### src/rtl/qenc_pkg.sv
// Shared definitions for the quadrature encoder array: decode modes,
// the forward AB sequence and the per-transition step decoder.
package qenc_pkg;

  localparam logic [1:0] QENC_X1 = 2'b00;
  localparam logic [1:0] QENC_X2 = 2'b01;
  localparam logic [1:0] QENC_X4 = 2'b10;

  // Forward rotation (A leads B), AB packed as {A, B}
  localparam logic [1:0] QENC_SEQ0 = 2'b00;
  localparam logic [1:0] QENC_SEQ1 = 2'b10;
  localparam logic [1:0] QENC_SEQ2 = 2'b11;
  localparam logic [1:0] QENC_SEQ3 = 2'b01;

  typedef struct packed {
    logic valid;    // transition produces a count
    logic dir;      // 1 = forward (+1), 0 = reverse (-1)
    logic illegal;  // both pins changed together
  } qenc_step_t;

  function automatic logic [1:0] qenc_fwd_next(input logic [1:0] ab);
    logic [1:0] nxt;
    case (ab)
      QENC_SEQ0: nxt = QENC_SEQ1;
      QENC_SEQ1: nxt = QENC_SEQ2;
      QENC_SEQ2: nxt = QENC_SEQ3;
      default:   nxt = QENC_SEQ0;
    endcase
    return nxt;
  endfunction

  function automatic qenc_step_t qenc_decode(input logic [1:0] prev_ab,
                                             input logic [1:0] cur_ab,
                                             input logic [1:0] mode);
    qenc_step_t s;
    logic       a_chg;
    logic       b_chg;
    s     = '0;
    a_chg = prev_ab[1] ^ cur_ab[1];
    b_chg = prev_ab[0] ^ cur_ab[0];
    if (a_chg && b_chg) begin
      s.illegal = 1'b1;
    end else if (a_chg || b_chg) begin
      case (mode)
        QENC_X1: begin
          s.valid = a_chg & cur_ab[1];
          s.dir   = ~cur_ab[0];
        end
        QENC_X2: begin
          s.valid = a_chg;
          s.dir   = cur_ab[1] ^ cur_ab[0];
        end
        default: begin
          s.valid = 1'b1;
          s.dir   = (cur_ab == qenc_fwd_next(prev_ab));
        end
      endcase
    end
    return s;
  endfunction

endpackage

### src/rtl/qenc_array_channel.sv
// One encoder channel: pin synchronisers, glitch filter, priming, decode,
// wrapping position counter, saturating velocity accumulator and sticky error.
module qenc_channel
  import qenc_pkg::*;
#(
  parameter int POS_W       = 32,
  parameter int VEL_W       = 16,
  parameter int FILT_LEN    = 4,
  parameter int SYNC_STAGES = 2
) (
  input  logic             clk_i,
  input  logic             rst_i,
  input  logic             enc_a_i,
  input  logic             enc_b_i,
  input  logic [1:0]       mode_i,
  input  logic             invert_i,
  input  logic             clear_pos_i,
  input  logic             err_clr_i,
  input  logic             sample_i,
  output logic [POS_W-1:0] position_o,
  output logic [VEL_W-1:0] velocity_o,
  output logic             err_o
);

  localparam int CNT_W = $clog2(FILT_LEN + 1);
  localparam int PRM_W = $clog2(SYNC_STAGES + 1);
  localparam logic [VEL_W-1:0] VEL_MAX = {1'b0, {(VEL_W-1){1'b1}}};
  localparam logic [VEL_W-1:0] VEL_MIN = {1'b1, {(VEL_W-2){1'b0}}, 1'b1};

  logic [SYNC_STAGES-1:0] sync_a_q;
  logic [SYNC_STAGES-1:0] sync_b_q;
  logic [1:0]             sync_ab;
  logic [1:0]             filt_q;
  logic [CNT_W-1:0]       fcnt_q [2];
  logic [PRM_W-1:0]       prime_cnt_q;
  logic                   primed_q;
  logic [1:0]             prev_ab_q;
  qenc_step_t             dec;
  logic                   step_up;
  logic                   step_dn;
  logic [POS_W-1:0]       pos_q, pos_d;
  logic [VEL_W-1:0]       acc_q, acc_d, acc_step;
  logic [VEL_W-1:0]       vel_q, vel_d;
  logic                   err_q, err_d;

  assign sync_ab = {sync_a_q[SYNC_STAGES-1], sync_b_q[SYNC_STAGES-1]};

  // Shift each asynchronous pin through its synchroniser chain
  always_ff @(posedge clk_i or posedge rst_i) begin
    if (rst_i) begin
      sync_a_q <= '0;
      sync_b_q <= '0;
    end else begin
      sync_a_q <= SYNC_STAGES'({sync_a_q, enc_a_i});
      sync_b_q <= SYNC_STAGES'({sync_b_q, enc_b_i});
    end
  end

  // Priming waits until the synchronisers hold real pin values, so a
  // resting non-00 state is adopted as the baseline instead of a step
  always_ff @(posedge clk_i or posedge rst_i) begin
    if (rst_i) begin
      prime_cnt_q <= '0;
      primed_q    <= 1'b0;
    end else if (!primed_q) begin
      if (prime_cnt_q == PRM_W'(SYNC_STAGES)) primed_q <= 1'b1;
      else prime_cnt_q <= prime_cnt_q + PRM_W'(1);
    end
  end

  // Glitch filter: seeded directly while priming, then a bit only follows
  // the synchroniser after FILT_LEN consecutive differing cycles
  always_ff @(posedge clk_i or posedge rst_i) begin
    if (rst_i) begin
      filt_q <= '0;
      for (int k = 0; k < 2; k++) fcnt_q[k] <= '0;
    end else begin
      for (int k = 0; k < 2; k++) begin
        if (!primed_q) begin
          filt_q[k] <= sync_ab[k];
          fcnt_q[k] <= '0;
        end else if (sync_ab[k] == filt_q[k]) begin
          fcnt_q[k] <= '0;
        end else if (fcnt_q[k] == CNT_W'(FILT_LEN - 1)) begin
          filt_q[k] <= sync_ab[k];
          fcnt_q[k] <= '0;
        end else begin
          fcnt_q[k] <= fcnt_q[k] + CNT_W'(1);
        end
      end
    end
  end

  // Decode the filtered transition and apply the direction invert
  always_comb begin
    dec     = qenc_decode(prev_ab_q, filt_q, mode_i);
    step_up = primed_q & dec.valid & (dec.dir ^ invert_i);
    step_dn = primed_q & dec.valid & ~(dec.dir ^ invert_i);
  end

  // Next-state for position, velocity accumulator and error flag
  always_comb begin
    pos_d = pos_q;
    if (clear_pos_i)  pos_d = '0;
    else if (step_up) pos_d = pos_q + POS_W'(1);
    else if (step_dn) pos_d = pos_q - POS_W'(1);

    acc_step = acc_q;
    if (step_up && (acc_q != VEL_MAX))      acc_step = acc_q + VEL_W'(1);
    else if (step_dn && (acc_q != VEL_MIN)) acc_step = acc_q - VEL_W'(1);
    acc_d = sample_i ? '0 : acc_step;
    vel_d = sample_i ? acc_step : vel_q;

    err_d = err_q;
    if (primed_q && dec.illegal) err_d = 1'b1;
    else if (err_clr_i)          err_d = 1'b0;
  end

  // Channel state registers
  always_ff @(posedge clk_i or posedge rst_i) begin
    if (rst_i) begin
      prev_ab_q <= '0;
      pos_q     <= '0;
      acc_q     <= '0;
      vel_q     <= '0;
      err_q     <= 1'b0;
    end else begin
      prev_ab_q <= primed_q ? filt_q : sync_ab;
      pos_q     <= pos_d;
      acc_q     <= acc_d;
      vel_q     <= vel_d;
      err_q     <= err_d;
    end
  end

  assign position_o = pos_q;
  assign velocity_o = vel_q;
  assign err_o      = err_q;

endmodule

### src/rtl/qenc_array.sv
// N-channel quadrature encoder interface: shared velocity sample divider
// plus one qenc_channel per encoder.
module qenc_array
  import qenc_pkg::*;
#(
  parameter int N_CH        = 2,
  parameter int POS_W       = 32,
  parameter int VEL_W       = 16,
  parameter int FILT_LEN    = 4,
  parameter int SYNC_STAGES = 2,
  parameter int SAMPLE_DIV  = 100000
) (
  input  logic                  clk,
  input  logic                  CPU_RESET,
  input  logic [N_CH-1:0]       ENC_A,
  input  logic [N_CH-1:0]       ENC_B,
  input  logic [1:0]            mode,
  input  logic [N_CH-1:0]       invert,
  input  logic [N_CH-1:0]       clear_pos,
  input  logic [N_CH-1:0]       err_clr,
  output logic [N_CH*POS_W-1:0] position,
  output logic [N_CH*VEL_W-1:0] velocity,
  output logic                  vel_valid,
  output logic [N_CH-1:0]       err
);

  localparam int DIV_W = (SAMPLE_DIV > 1) ? $clog2(SAMPLE_DIV) : 1;

  logic [DIV_W-1:0] div_q, div_d;
  logic             sample_tc;
  logic             vel_valid_q;

  assign sample_tc = (div_q == DIV_W'(SAMPLE_DIV - 1));

  // Sample divider wraps on its terminal count
  always_comb begin
    div_d = sample_tc ? '0 : div_q + DIV_W'(1);
  end

  // Divider state and the vel_valid pulse one cycle after the sample
  always_ff @(posedge clk or posedge CPU_RESET) begin
    if (CPU_RESET) begin
      div_q       <= '0;
      vel_valid_q <= 1'b0;
    end else begin
      div_q       <= div_d;
      vel_valid_q <= sample_tc;
    end
  end

  assign vel_valid = vel_valid_q;

  for (genvar i = 0; i < N_CH; i++) begin : g_ch
    qenc_channel #(
      .POS_W      (POS_W),
      .VEL_W      (VEL_W),
      .FILT_LEN   (FILT_LEN),
      .SYNC_STAGES(SYNC_STAGES)
    ) u_ch (
      .clk_i      (clk),
      .rst_i      (CPU_RESET),
      .enc_a_i    (ENC_A[i]),
      .enc_b_i    (ENC_B[i]),
      .mode_i     (mode),
      .invert_i   (invert[i]),
      .clear_pos_i(clear_pos[i]),
      .err_clr_i  (err_clr[i]),
      .sample_i   (sample_tc),
      .position_o (position[i*POS_W +: POS_W]),
      .velocity_o (velocity[i*VEL_W +: VEL_W]),
      .err_o      (err[i])
    );
  end

endmodule

### config.mk
export PLATFORM = sky130hd
export DESIGN_NAME = qenc_array
export DESIGN_NICKNAME = d
export VERILOG_FILES = /design/src/rtl/qenc_pkg.sv /design/src/rtl/qenc_array_channel.sv /design/src/rtl/qenc_array.sv
export SDC_FILE = /design/constraint.sdc
export NUM_CORES = 1
export LEC_CHECK = 0
export BUFFER_PORTS_ARGS = -buffer_cell sky130_fd_sc_hd__buf_2
export CORE_MARGIN = 8
export CORE_UTILIZATION = 50
export CTS_CLUSTER_SIZE = 10
export DETAILED_ROUTE_END_ITERATION = 16
export PLACE_DENSITY = 0.69
export SYNTH_ARGS = -nofsm -noshare
export SYNTH_HDL_FRONTEND = slang
export SYNTH_SLANG_ARGS = --single-unit
### constraint.sdc
create_clock -name clk -period 12.35 [get_ports clk]
set_clock_uncertainty 0.05 [all_clocks]
set_input_delay 2.47 -clock clk [delete_from_list [all_inputs] [get_ports clk]]
set_output_delay 2.47 -clock clk [all_outputs]
set_load 0.01 [all_outputs]
# Word-level counts from Yosys, hierarchy flattened
# Index checks and enable logic that the tools add are counted.
word_totals:
  register_bits: 182
  input_bits: 14
  out_inout_bits: 99
classes:
  add_sub_neg: 15
  eq_ne: 30
  muxes: 63
  n_bitwise: 24
  n_reduce_logical: 24
op_table:
  columns: ["operator", "n"]
  rows:
  - ["$mux W32", 6]
  - ["$mux W16", 6]
  - ["$add A32 B1 Y32 const B", 2]
  - ["$sub A32 B1 Y32 const B", 2]
  - ["$mux W3", 12]
  - ["$add A16 B1 Y16 const B", 2]
  - ["$ne A16 B15 Y1 const B", 2]
  - ["$ne A16 B16 Y1 const B", 2]
  - ["$sub A16 B1 Y16 const B", 2]
  - ["$mux W2", 12]
  - ["$mux W1", 22]
  - ["$add A17 B1 Y17 const B", 1]
  - ["$eq A17 B17 Y1 const B", 1]
  - ["$mux W17", 1]
  - ["$ne A2 B2 Y1 const B", 8]
  - ["$add A3 B1 Y3 const B", 4]
  - ["$eq A2 B2 Y1 const B", 6]
  - ["$eq A3 B2 Y1 const B", 4]
  - ["$pmux W2 S3", 2]
  - ["$reduce_and A2 Y1", 6]
  - ["$and A1 B1 Y1", 8]
  - ["$logic_and A1 B1 Y1", 8]
  - ["$not A1 Y1", 8]
  - ["$pmux W2 S2", 2]
  - ["10 further kinds", 27]

# Longest topological paths before layout
# Gate-level depths: netlist of the first run.
depth:
  ltp_word: 16
  ltp_mapped: 17
  mapped_depth_nobuf: 16

# By module
# From an unflattened synthesis of the first run, not the netlist that was laid out.
unflattened:
  cells_unflattened: 1252
  hier_area_um2: 11527.3
by_module_without_submodules:
  columns: ["module", "n_inst", "cells_per_inst", "area_each_um2"]
  rows:
  - ["qenc_channel (g_ch[0].u_ch)", 1, 589, 5343.9]
  - ["qenc_channel (g_ch[1].u_ch)", 1, 587, 5332.6]
  - ["qenc_array", 1, 76, 850.8]

# Worst setup path before layout of the first run
# No wires, ideal clock.
synth_timing:
  path_type: "input-to-reg"
  start: "in mode[1]"
  end: "reg g_ch[1].u_ch.pos_q[31]"
  setup_ps: 125
  arrival_ps: 6708
  slack_ps: 5467
  path_stages: 15
  path_cell_list: "or3b_1 > a32o_1 > nor2_2 > xnor2_2 > nand2b_1 > ha_1 > a21oi_1 > a211oi_1 > o2111ai_1 > a2111oi_0 > nor2_1 > o21ai_0 > a21oi_1 > mux2i_1 > mux2_2"
synth_between:
  elab_chain_cells: 8
synth_lines:
  columns: ["item", "line_no", "rtl"]
  rows:
  - ["start, declared", "qenc_array.sv:17", "input logic [1:0] mode,"]
  - ["$eq A2 B1 Y1 / $logic_not A2 Y1 (equally long branches)", "qenc_pkg.sv:44", "case (mode)"]
  - ["$pmux W2 S2 *", "qenc_pkg.sv:44", null]
  - ["$mux W2 *", "qenc_pkg.sv:43", "end else if (a_chg || b_chg) begin"]
  - ["$mux W2 *", "qenc_pkg.sv:41", "if (a_chg && b_chg) begin"]
  - ["$and A1 B1 Y1 / $xor A1 B1 Y1 (equally long branches)", "qenc_array_channel.sv:97, qenc_array_channel.sv:98", null]
  - ["$and A1 B1 Y1 / $not A1 Y1 (equally long branches)", "qenc_array_channel.sv:97, qenc_array_channel.sv:98", null]
  - ["$mux W32 / $and A1 B1 Y1 (equally long branches)", "qenc_array_channel.sv:105, qenc_array_channel.sv:98", null]
  - ["$mux W32 / $reduce_bool A3 Y1 (equally long branches)", null, null]
  - ["end signal, assigned", "qenc_array_channel.sv:129", "pos_q <= pos_d;"]
  - ["end, declared", "qenc_array_channel.sv:41", "logic [POS_W-1:0] pos_q, pos_d;"]
# Mark *: on every way between the ends. The rest lies on a longest branch, timed or not.
# A chain may end at the register's enable or synchronous reset.

# Worst setup path after layout of the first run
layout_timing:
  start: "in mode[1]"
  end: "reg g_ch[0].u_ch.pos_q[25]"
layout_between:
  elab_chain_cells: 8
layout_lines:
  columns: ["item", "line_no"]
  rows:
  - ["$eq A2 B1 Y1 / $logic_not A2 Y1 (equally long branches)", "qenc_pkg.sv:44"]
  - ["$pmux W2 S2 *", "qenc_pkg.sv:44"]
  - ["$mux W2 *", "qenc_pkg.sv:43"]
  - ["$mux W2 *", "qenc_pkg.sv:41"]
  - ["$and A1 B1 Y1 / $xor A1 B1 Y1 (equally long branches)", "qenc_array_channel.sv:97, qenc_array_channel.sv:98"]
  - ["$and A1 B1 Y1 / $not A1 Y1 (equally long branches)", "qenc_array_channel.sv:97, qenc_array_channel.sv:98"]
  - ["$mux W32 / $and A1 B1 Y1 (equally long branches)", "qenc_array_channel.sv:105, qenc_array_channel.sv:98"]
  - ["$mux W32 / $reduce_bool A3 Y1 (equally long branches)", null]
  - ["end signal, assigned", "qenc_array_channel.sv:129"]
  - ["end, declared", "qenc_array_channel.sv:41"]
# Marked as above.

==> out/qor.yml, run 1 <==
synth.top_cell.area_share_pct: 40.2
crit_fanout: 20
cp.arrival_ps: 7370
dpl.cell_count: 1605
cts_hold_buf: 0
cp-end-kind: "flop"
grt_max_degree: 105
routed_via_density: 5.69
hpwl_um: 18100
ys_ff_latch: 182
die_height_um: 166
cts_max_level: 4
area_growth_pct: 12.3
first_pass_iters: 5
maxCapViolCount: 0
tns_ps: 0
post-route-period-util_pct: 57.2
setup_viol: 0
regArea_um2: 4550
numCtsBuffers: 17
syn-num-nets: 1357
clock_latency_ps: 430
drv_slew: 0
slew_headroom_pct: 26.5
cts_tree: "built"
clockRootBuffer: "clkbuf_16"
path_clk_slew_ps: 70
hp-class: "reg -> reg"
pre_cts_ws_ps: 5010
setup_slack_ps: 5290
rsz0062_at_grt: "false"
fill_cells: 2025
criticalPathCategory: "in -> reg"
synth_ff_type: "dfrtp_1"
antenna_found_initial: 0
grt_pass1_vias: 9261
vias: 9316
portBuffers: 112
hold_viol_final: 0
antenna_cells: 0
num_io_pins: 113
ys_seq_area_share_pct: 40.2
status: "finished clean"
die_w_um: 166
multi_input_area_um2: 6470
clkSinkCount: 182
synth_cells: 1252
start_kind: "primary input"
avgSynthCellArea_um2: 9.04
syn_area_um2: 11300
grt_pass1_wl_um: 44500
nets: 1444
clockBufferDepth: 2
track_usage_pct: 18.8
initialDrtViolationCount: 527
core_um2: 22400
drcViolationCount: 0
async_reset_ff_share_pct: 100
yosysTopAreaCell: "dfrtp_1"
routedWlPerCell_um: 15.7
antenna_left: 0
post-route-min-period_ps: 7060
ys_types: 78
postCtsSetupBuffers: 0
max_freq_mhz: 142
grt-ovfl-total: 0
synth_top_cells_by_area: "dfrtp_1 (40%), ha_1 (9.8%), nand2_1 (6.1%)"
holdWs_ps: 295
fin_cells: 1636
worstPathRequired_ps: 12660
ys.warnings.count: 0
initial_core_util_pct: 50.4
totalWireLength_um: 25600
gp_congestion: 0.842
rows: 55
synth_edf_count: 0
tightest_slew_ps: 1100
drive_above_1_share_pct: 13.5
cts_resized: 0
dieArea_um2: 27700
[worst max-delay path: stages]
cell and delay, ps:
buf_2 260, mux2_2 370, a222oi_1 430, a21boi_0 170, o21a_1 260, inv_1 570
buf_4 390, ha_1 340, a21o_1 210, a221o_1 340, a21oi_1 140, o21ai_0 120
or2_2 360, a31oi_1 270, o21ai_0 180, nor4b_1 330, a211o_1 150
[flip-flops by register name, summed over array words and instances (netlist names)]
| name | flops |
|---|---|
| g_ch.u_ch.velocity_o | 32 |
| g_ch.u_ch.prime_cnt_q | 4 |
| g_ch.u_ch.acc_q | 32 |
| g_ch.u_ch.fcnt_q | 12 |
| g_ch.u_ch.prev_ab_q | 4 |
| g_ch.u_ch.sync_b_q | 4 |
| g_ch.u_ch.filt_q | 4 |
| g_ch.u_ch.primed_q | 2 |
| g_ch.u_ch.position_o | 64 |
| g_ch.u_ch.sync_a_q | 4 |
| g_ch.u_ch.err_o | 2 |
| div_q | 17 |
| vel_valid | 1 |
[synthesized netlist by cell type, types with 6 or more instances]
cell and instances:
a211oi_1 13, a21o_1 35, a21oi_1 110, a31oi_1 12
and2_1 8, and3_1 21, and4_1 7, clkbuf_1 43
dfrtp_1 182, ha_1 89, inv_1 32, mux2_2 13
nand2_1 184, nand2b_1 8, nand3_1 41, nand4_1 15
nor2_1 107, nor2b_1 9, nor3_1 14, nor4_1 6
o21ai_0 61, o21ai_1 6, o31ai_1 6, or3_1 12
xnor2_1 54, xor2_1 48
[path summary, 6_finish.rpt]
path | from | to | cells after the start | slack, ps
max | mode[1] | g_ch[0].u_ch.position_o[25] | 17 | 5290
max in group asynchronous | CPU_RESET | g_ch[1].u_ch.prev_ab_q[1] | 3 | 8680
min in group asynchronous | CPU_RESET | g_ch[1].u_ch.velocity_o[10] | 2 | 2080
min reg2reg | g_ch[0].u_ch.sync_a_q[0] | g_ch[0].u_ch.sync_a_q[1] | 0 | 290
min | g_ch[0].u_ch.sync_a_q[0] | g_ch[0].u_ch.sync_a_q[1] | 0 | 290
max reg2reg | g_ch[0].u_ch.filt_q[1] | g_ch[0].u_ch.position_o[25] | 16 | 7000
[per-layer routing]
layer	track usage [%]	wire length [µm]	share of wire, %	up-vias
li1	-	-	-	4630
met5	0	0	0	-
met3	3.48	1030	4.0	21
met4	4.70	272	1.1	0
met2	31.5	11900	46	178
met1	24.7	12400	49	4487
[per-stage QoR]
| step | utilization (%) | instance area (µm²) |
|---|---|---|
| 2_1_floorplan | - | 11300 |
| 3_3_place_gp | 54.0 | 12100 |
| 3_5_place_dp | 54.0 | 12100 |
| 4_1_cts | 56.7 | 12700 |
| 5_1_grt | 56.7 | 12700 |
| 6_report | 56.7 | 12700 |
[cell families (layout without fill, tap and decap cells)]
logic type / after synthesis / count (layout) / synth area share, %
AO/OA/AOI/OAI: 313 / 313 / 17.7
XOR/XNOR: 104 / 104 / 8.18
adder cells (fa/ha/maj): 91 / 91 / 10.2
buffers and inverters: 84 / 183 / 2.92
flip-flops: 182 / 182 / 40.2
multiplexers: 18 / 18 / 1.74
AND/OR/NAND/NOR: 460 / 460 / 19.0
[area by class of cell]
| type | count | share of cell area [%] |
|---|---|---|
| Inverter | 33 | 1.03 |
| Clock buffer | 18 | 3.46 |
| Sequential cell | 182 | 35.8 |
| Clock inverter | 13 | 1.15 |
| Tap cell | 285 | 2.81 |
| Timing Repair Buffer | 119 | 4.82 |
| Multi-Input combinational cell | 986 | 50.9 |
[layout by cell type, fill, tap and decap left out, drive strengths merged, types with 12 or more instances in the layout]
cell,count
xor2,48
o21ai,68
clkbuf,18
xnor2,56
nand4,15
ha,89
a21oi,110
nand2,184
buf,119
or3,12
a21o,35
inv,36
nor3,14
nor2,108
nand3,41
mux2,13
a211oi,13
a31oi,12
dfrtp,182
and3,21
Power of run 1 is not shown: default switching activity piles up to over one toggle a cycle in this logic, so the estimate is an artifact.
==> run 2, diff against run 1 <==
- clock period: 12.35 -> 7.2 ns (I/O delays scaled with it)
==> run 2 against run 1 <==
Wire length shrank 1.1%. Utilization grew 0.078 points. Via count shrank 0.78%. Hold slack gained 8.6 ps. Count of clock-buffer cells in the layout is the same. Sequential cell count is the same. Critical path type unchanged. Critical endpoint unchanged. Largest cell class unchanged.
==> out/qor.yml, run 2 (synthesis gave the netlist of run 1 again) <==
maxCapViolCount: 0
grt_max_degree: 114
cp.arrival_ps: 6100
antenna_cells: 0
cts_max_level: 4
area_growth_pct: 12.5
max_freq_mhz: 173
final_common_cell: "nand2_1"
totalWireLength_um: 25300
grt_pass1_vias: 9056
tns_ps: 0
drv_slew: 0
core_um2: 22400
final_cell_mix: "nand2_1 (184), dfrtp_1 (182), buf_2 (112)"
gp_congestion: 0.862
clockBufferDepth: 2
rows: 55
die_w_um: 166
first_pass_iters: 7
fin_cells: 1638
met3_usage_pct: 3.40
crit_chain: "buf_2 > mux2_2 > a222oi_1 > a21boi_0 > o21a_1 > inv_1 > buf_4 > ha_1 > and2_1 > o41ai_1 > a211oi_1 > or2_2 > a31oi_1 > o21ai_0 > nor4b_1 > a211o_1"
portBuffers: 112
hold_viol_final: 0
routedWlPerCell_um: 15.5
setup_viol: 0
die_height_um: 166
initialDrtViolationCount: 601
hpwl_um: 18000
routed_via_density: 5.64
slew_headroom_pct: 32.0
critPathTopFamily: "compound AO/OA/AOI/OAI gates"
busiest_layer: "met2"
reg2reg_slack_ps: 2000
cts_hold_buf: 0
hp-class: "reg -> reg"
track_usage_pct: 18.6
antenna_left: 0
rsz0062_at_grt: "false"
dieArea_um2: 27700
nets: 1445
crit_fanout: 33
cts_tree: "built"
drcViolationCount: 0
path_clk_slew_ps: 80
status: "finished clean"
initial_core_util_pct: 50.4
cts_resized: 0
post-route-period-util_pct: 80.3
tightest_slew_ps: 1020
clockRootBuffer: "clkbuf_16"
criticalPathCategory: "in -> reg"
setup_slack_ps: 1420
start_kind: "primary input"
pre_cts_ws_ps: 1070
num_io_pins: 113
numCtsBuffers: 17
post-route-min-period_ps: 5780
worstPathRequired_ps: 7520
vias: 9243
crit_slowest_cell: "o41ai_1"
cp-end-kind: "flop"
grt_pass1_wl_um: 44000
critPathBufInv: 3
antenna_found_initial: 0
use_met2_pct: 30.6
slowest_delay_ps: 480
dpl.cell_count: 1606
drive_above_1_share_pct: 13.7
clock_latency_ps: 440
clkSinkCount: 182
postCtsSetupBuffers: 0
grt_use_met1_pct: 24.8
largest_reg_flops: 64
grt-ovfl-total: 0
==> run 2: cell types whose count changed in the layout (fill, tap and decap cells not counted), sizes merged <==
cell	previous run	this run
clkinvlp	5	0
buf	119	120
bufinv	2	0
inv	36	39
clkinv	3	8
==> run 2: worst paths after layout <==
check / start / endpoint / cells past startpoint
max in group asynchronous: CPU_RESET / g_ch[0].u_ch.acc_q[15] / 3
worst min register to register: g_ch[0].u_ch.sync_a_q[0] / g_ch[0].u_ch.sync_a_q[1] / 0
min in group asynchronous: CPU_RESET / g_ch[1].u_ch.position_o[22] / 2
worst max-delay path: mode[1] / g_ch[0].u_ch.position_o[25] / 16
worst max register to register: g_ch[0].u_ch.filt_q[1] / g_ch[0].u_ch.position_o[25] / 16
worst min-delay path: g_ch[0].u_ch.sync_a_q[0] / g_ch[0].u_ch.sync_a_q[1] / 0
==> run 2: final cells by class <==
cell class,instances,area (µm²)
inverter,33,131
clock inverter,14,156
sequential,182,4550
clock buffer,18,439
multi-input combinational,986,6470
tap,285,357
timing repair buffer,120,621
fill,2009,9710
==> run 2: metal layers <==
layer,share of wire (%),vias up
met5,0,-
met4,1.3,0
met3,3.9,25
met2,47,169
met1,48,4411
li1,-,4638
==> run 2: through the flow <==
stage / util [%] / hold slack [ps] / instance area, µm²
6_report: 56.7 / 303 / 12700
5_1_grt: 56.7 / 313 / 12700
4_1_cts: 56.7 / 307 / 12700
3_5_place_dp: 54.1 / 287 / 12100
3_3_place_gp: 54.1 / 283 / 12100
2_1_floorplan: - / 281 / 11300
Power of run 2 is left out for the same reason.
==> run 3, diff against run 2 <==
- ABC_AREA: not set -> 1
- clock period: 7.2 -> 5.75 ns (I/O delays scaled with it)
==> run 3 against run 2 <==
Global-route usage is 4.2 points higher. Wire length is 46% higher. Critical path depth is 3 higher. Worst setup slack better by 490 ps. Highest routed layer unchanged.
==> out/qor.yml, run 3 <==
status: "finished clean"
track_usage_pct: 22.8
synthAdderAreaFrac_pct: 8.57
gp_congestion: 0.974
max_freq_mhz: 261
routedWlPerCell_um: 15.2
drcViolationCount: 0
synth_xor_area_share_pct: 4.49
criticalPathCategory: "in -> reg"
maxCapViolCount: 0
final_cell_mix: "nand2_1 (639), nor2_1 (234), nand3_1 (196)"
met3_usage_pct: 3.73
die_height_um: 180
rr_worst_depth: 20
drv_slew: 0
post-route-period-util_pct: 66.7
area_growth_pct: 10.4
final_common_cell: "nand2_1"
min_delay_worst_endpoint: "g_ch[1].u_ch.sync_a_q[1]"
dpl.cell_count: 2405
yosysTopAreaCell: "dfrtp_1"
crit_fanout: 40
clkSinkCount: 182
grt_max_degree: 183
reg2reg_slack_ps: 1950
antenna_found_initial: 0
grt_pass1_vias: 12800
synth.top_cell.area_share_pct: 33.8
holdPathStages: 0
antenna_cells: 0
start_kind: "primary input"
yosysMostFrequentCell: "nand2_1"
nets: 2188
tightest_slew_ps: 976
clockBufferDepth: 2
core_um2: 26700
grt-ovfl-total: 0
avgSynthCellArea_um2: 6.78
postCtsSetupBuffers: 0
drive_above_1_share_pct: 9.06
cp.arrival_ps: 4150
rsz0062_at_grt: "false"
hold_viol_final: 0
dpl_cell_area_um2: 14300
ys.warnings.count: 0
busiest_layer: "met2"
first_pass_iters: 5
rows: 60
async_reset_ff_share_pct: 100
cp-end-kind: "flop"
synth_top_cells_by_count: "nand2_1 (639), nor2_1 (236), nand3_1 (196)"
hp-class: "reg -> reg"
ys_ff_latch: 182
worstPathRequired_ps: 6070
cts_tree: "built"
totalWireLength_um: 37000
synth_compound_area_share_pct: 9.06
synth_cells: 1987
clockRootBuffer: "clkbuf_16"
slew_headroom_pct: 34.9
post-route-min-period_ps: 3840
dieArea_um2: 32400
initial_core_util_pct: 50.4
routed_via_density: 5.40
reg2reg_to: "g_ch[1].u_ch.position_o[18]"
path_clk_slew_ps: 80
largest_reg_flops: 64
antenna_left: 0
grt_use_met1_pct: 29.8
cts_max_level: 4
vias: 13100
num_io_pins: 113
use_met2_pct: 38.4
grt_pass1_wl_um: 62400
die_w_um: 180
portBuffers: 112
synth_top_cells_by_area: "dfrtp_1 (34%), nand2_1 (18%), ha_1 (8.3%)"
initialDrtViolationCount: 1026
ys_seq_area_share_pct: 33.8
muxShareOfSynthArea_pct: 0
synth_ff_type: "dfrtp_1"
setup_viol: 0
syn_area_um2: 13500
synth_edf_count: 0
r2r_start: "g_ch[1].u_ch.filt_q[1]"
hpwl_um: 27200
synth-simple-area-share_pct: 36.9
hp-start: "g_ch[1].u_ch.sync_a_q[0]"
clock_latency_ps: 450
fin_cells: 2437
cts_resized: 0
syn-num-nets: 2092
synth_top_family_by_area: "simple AND/OR/NAND/NOR gates"
design_area_um2: 14900
cts_hold_buf: 0
tns_ps: 0
numCtsBuffers: 17
ys_types: 44
==> run 3: cell count changes after synthesis, moves of 13 or more <==
cell,change
o21ai_0,+32
and3_1,-21
mux2_2,-13
a21o_1,-23
clkbuf_1,-22
nand3_1,+155
inv_1,+154
nand2_1,+455
nor3_1,+22
a21oi_1,-19
nor2_1,+129
xnor2_1,-42
==> run 3: cell type report <==
type / count / area, µm²
clock buffers: 18 / 429
inverters: 196 / 741
repair buffers: 121 / 641
flip-flops and latches: 182 / 4550
well taps: 341 / 427
clock inverters: 14 / 129
fillers: 2627 / 11900
multi-input cells: 1565 / 7950
==> run 3: logic make-up (layout without fill, tap and decap cells) <==
kind of cell / count (synthesis) / in the layout
compound gates: 226 / 226
simple gates: 1179 / 1179
xor+xnor: 69 / 69
flops: 182 / 182
fa+ha+maj: 91 / 91
buf+inv: 240 / 349
==> run 3: worst max-delay path by stage <==
| stage | cells past startpoint | slack, ps | start | endpoint |
|---|---|---|---|---|
| after global placement | 17 | 1570 | mode[0] | g_ch[1].u_ch.position_o[22] |
| after global routing | 20 | 1570 | mode[0] | g_ch[1].u_ch.position_o[18] |
| after CTS | 19 | 1950 | mode[1] | g_ch[1].u_ch.position_o[18] |
| after floorplan | 14 | 1260 | mode[1] | g_ch[1].u_ch.position_o[22] |
| final | 19 | 1910 | mode[1] | g_ch[1].u_ch.position_o[18] |
| after detailed placement | 19 | 1490 | mode[1] | g_ch[1].u_ch.position_o[18] |
==> run 3: critical path, cell delays in order <==
cell and delay [ps]:
buf_2 120, inv_1 100, nand3_1 80, nand2_1 90
nor3_4 340, nand3_1 120, buf_4 310, fa_1 470
nand3_1 110, nand2_1 170, nand2_1 110, nand2_1 150
nand2_1 100, o211ai_1 190, nand2_1 130, nand2_1 110
nand2_1 90, nand2_1 40, o21ai_0 150
==> run 3: metal layers <==
layer	routed length, µm	up-vias
met2	17100	330
met3	1730	45
met5	0	-
li1	-	6630
met1	17400	6143
met4	657	0
==> run 3: metrics by stage <==
step | hold WS [ps] | utilization [%] | setup WS (ps)
6_report | 299 | 55.6 | 1910
5_1_grt | 314 | 55.6 | 1570
4_1_cts | 302 | 55.6 | 1950
3_5_place_dp | 286 | 53.6 | 1490
3_3_place_gp | 283 | 53.6 | 1570
2_1_floorplan | 281 | - | 1260
Power of run 3 is left out for the same reason.
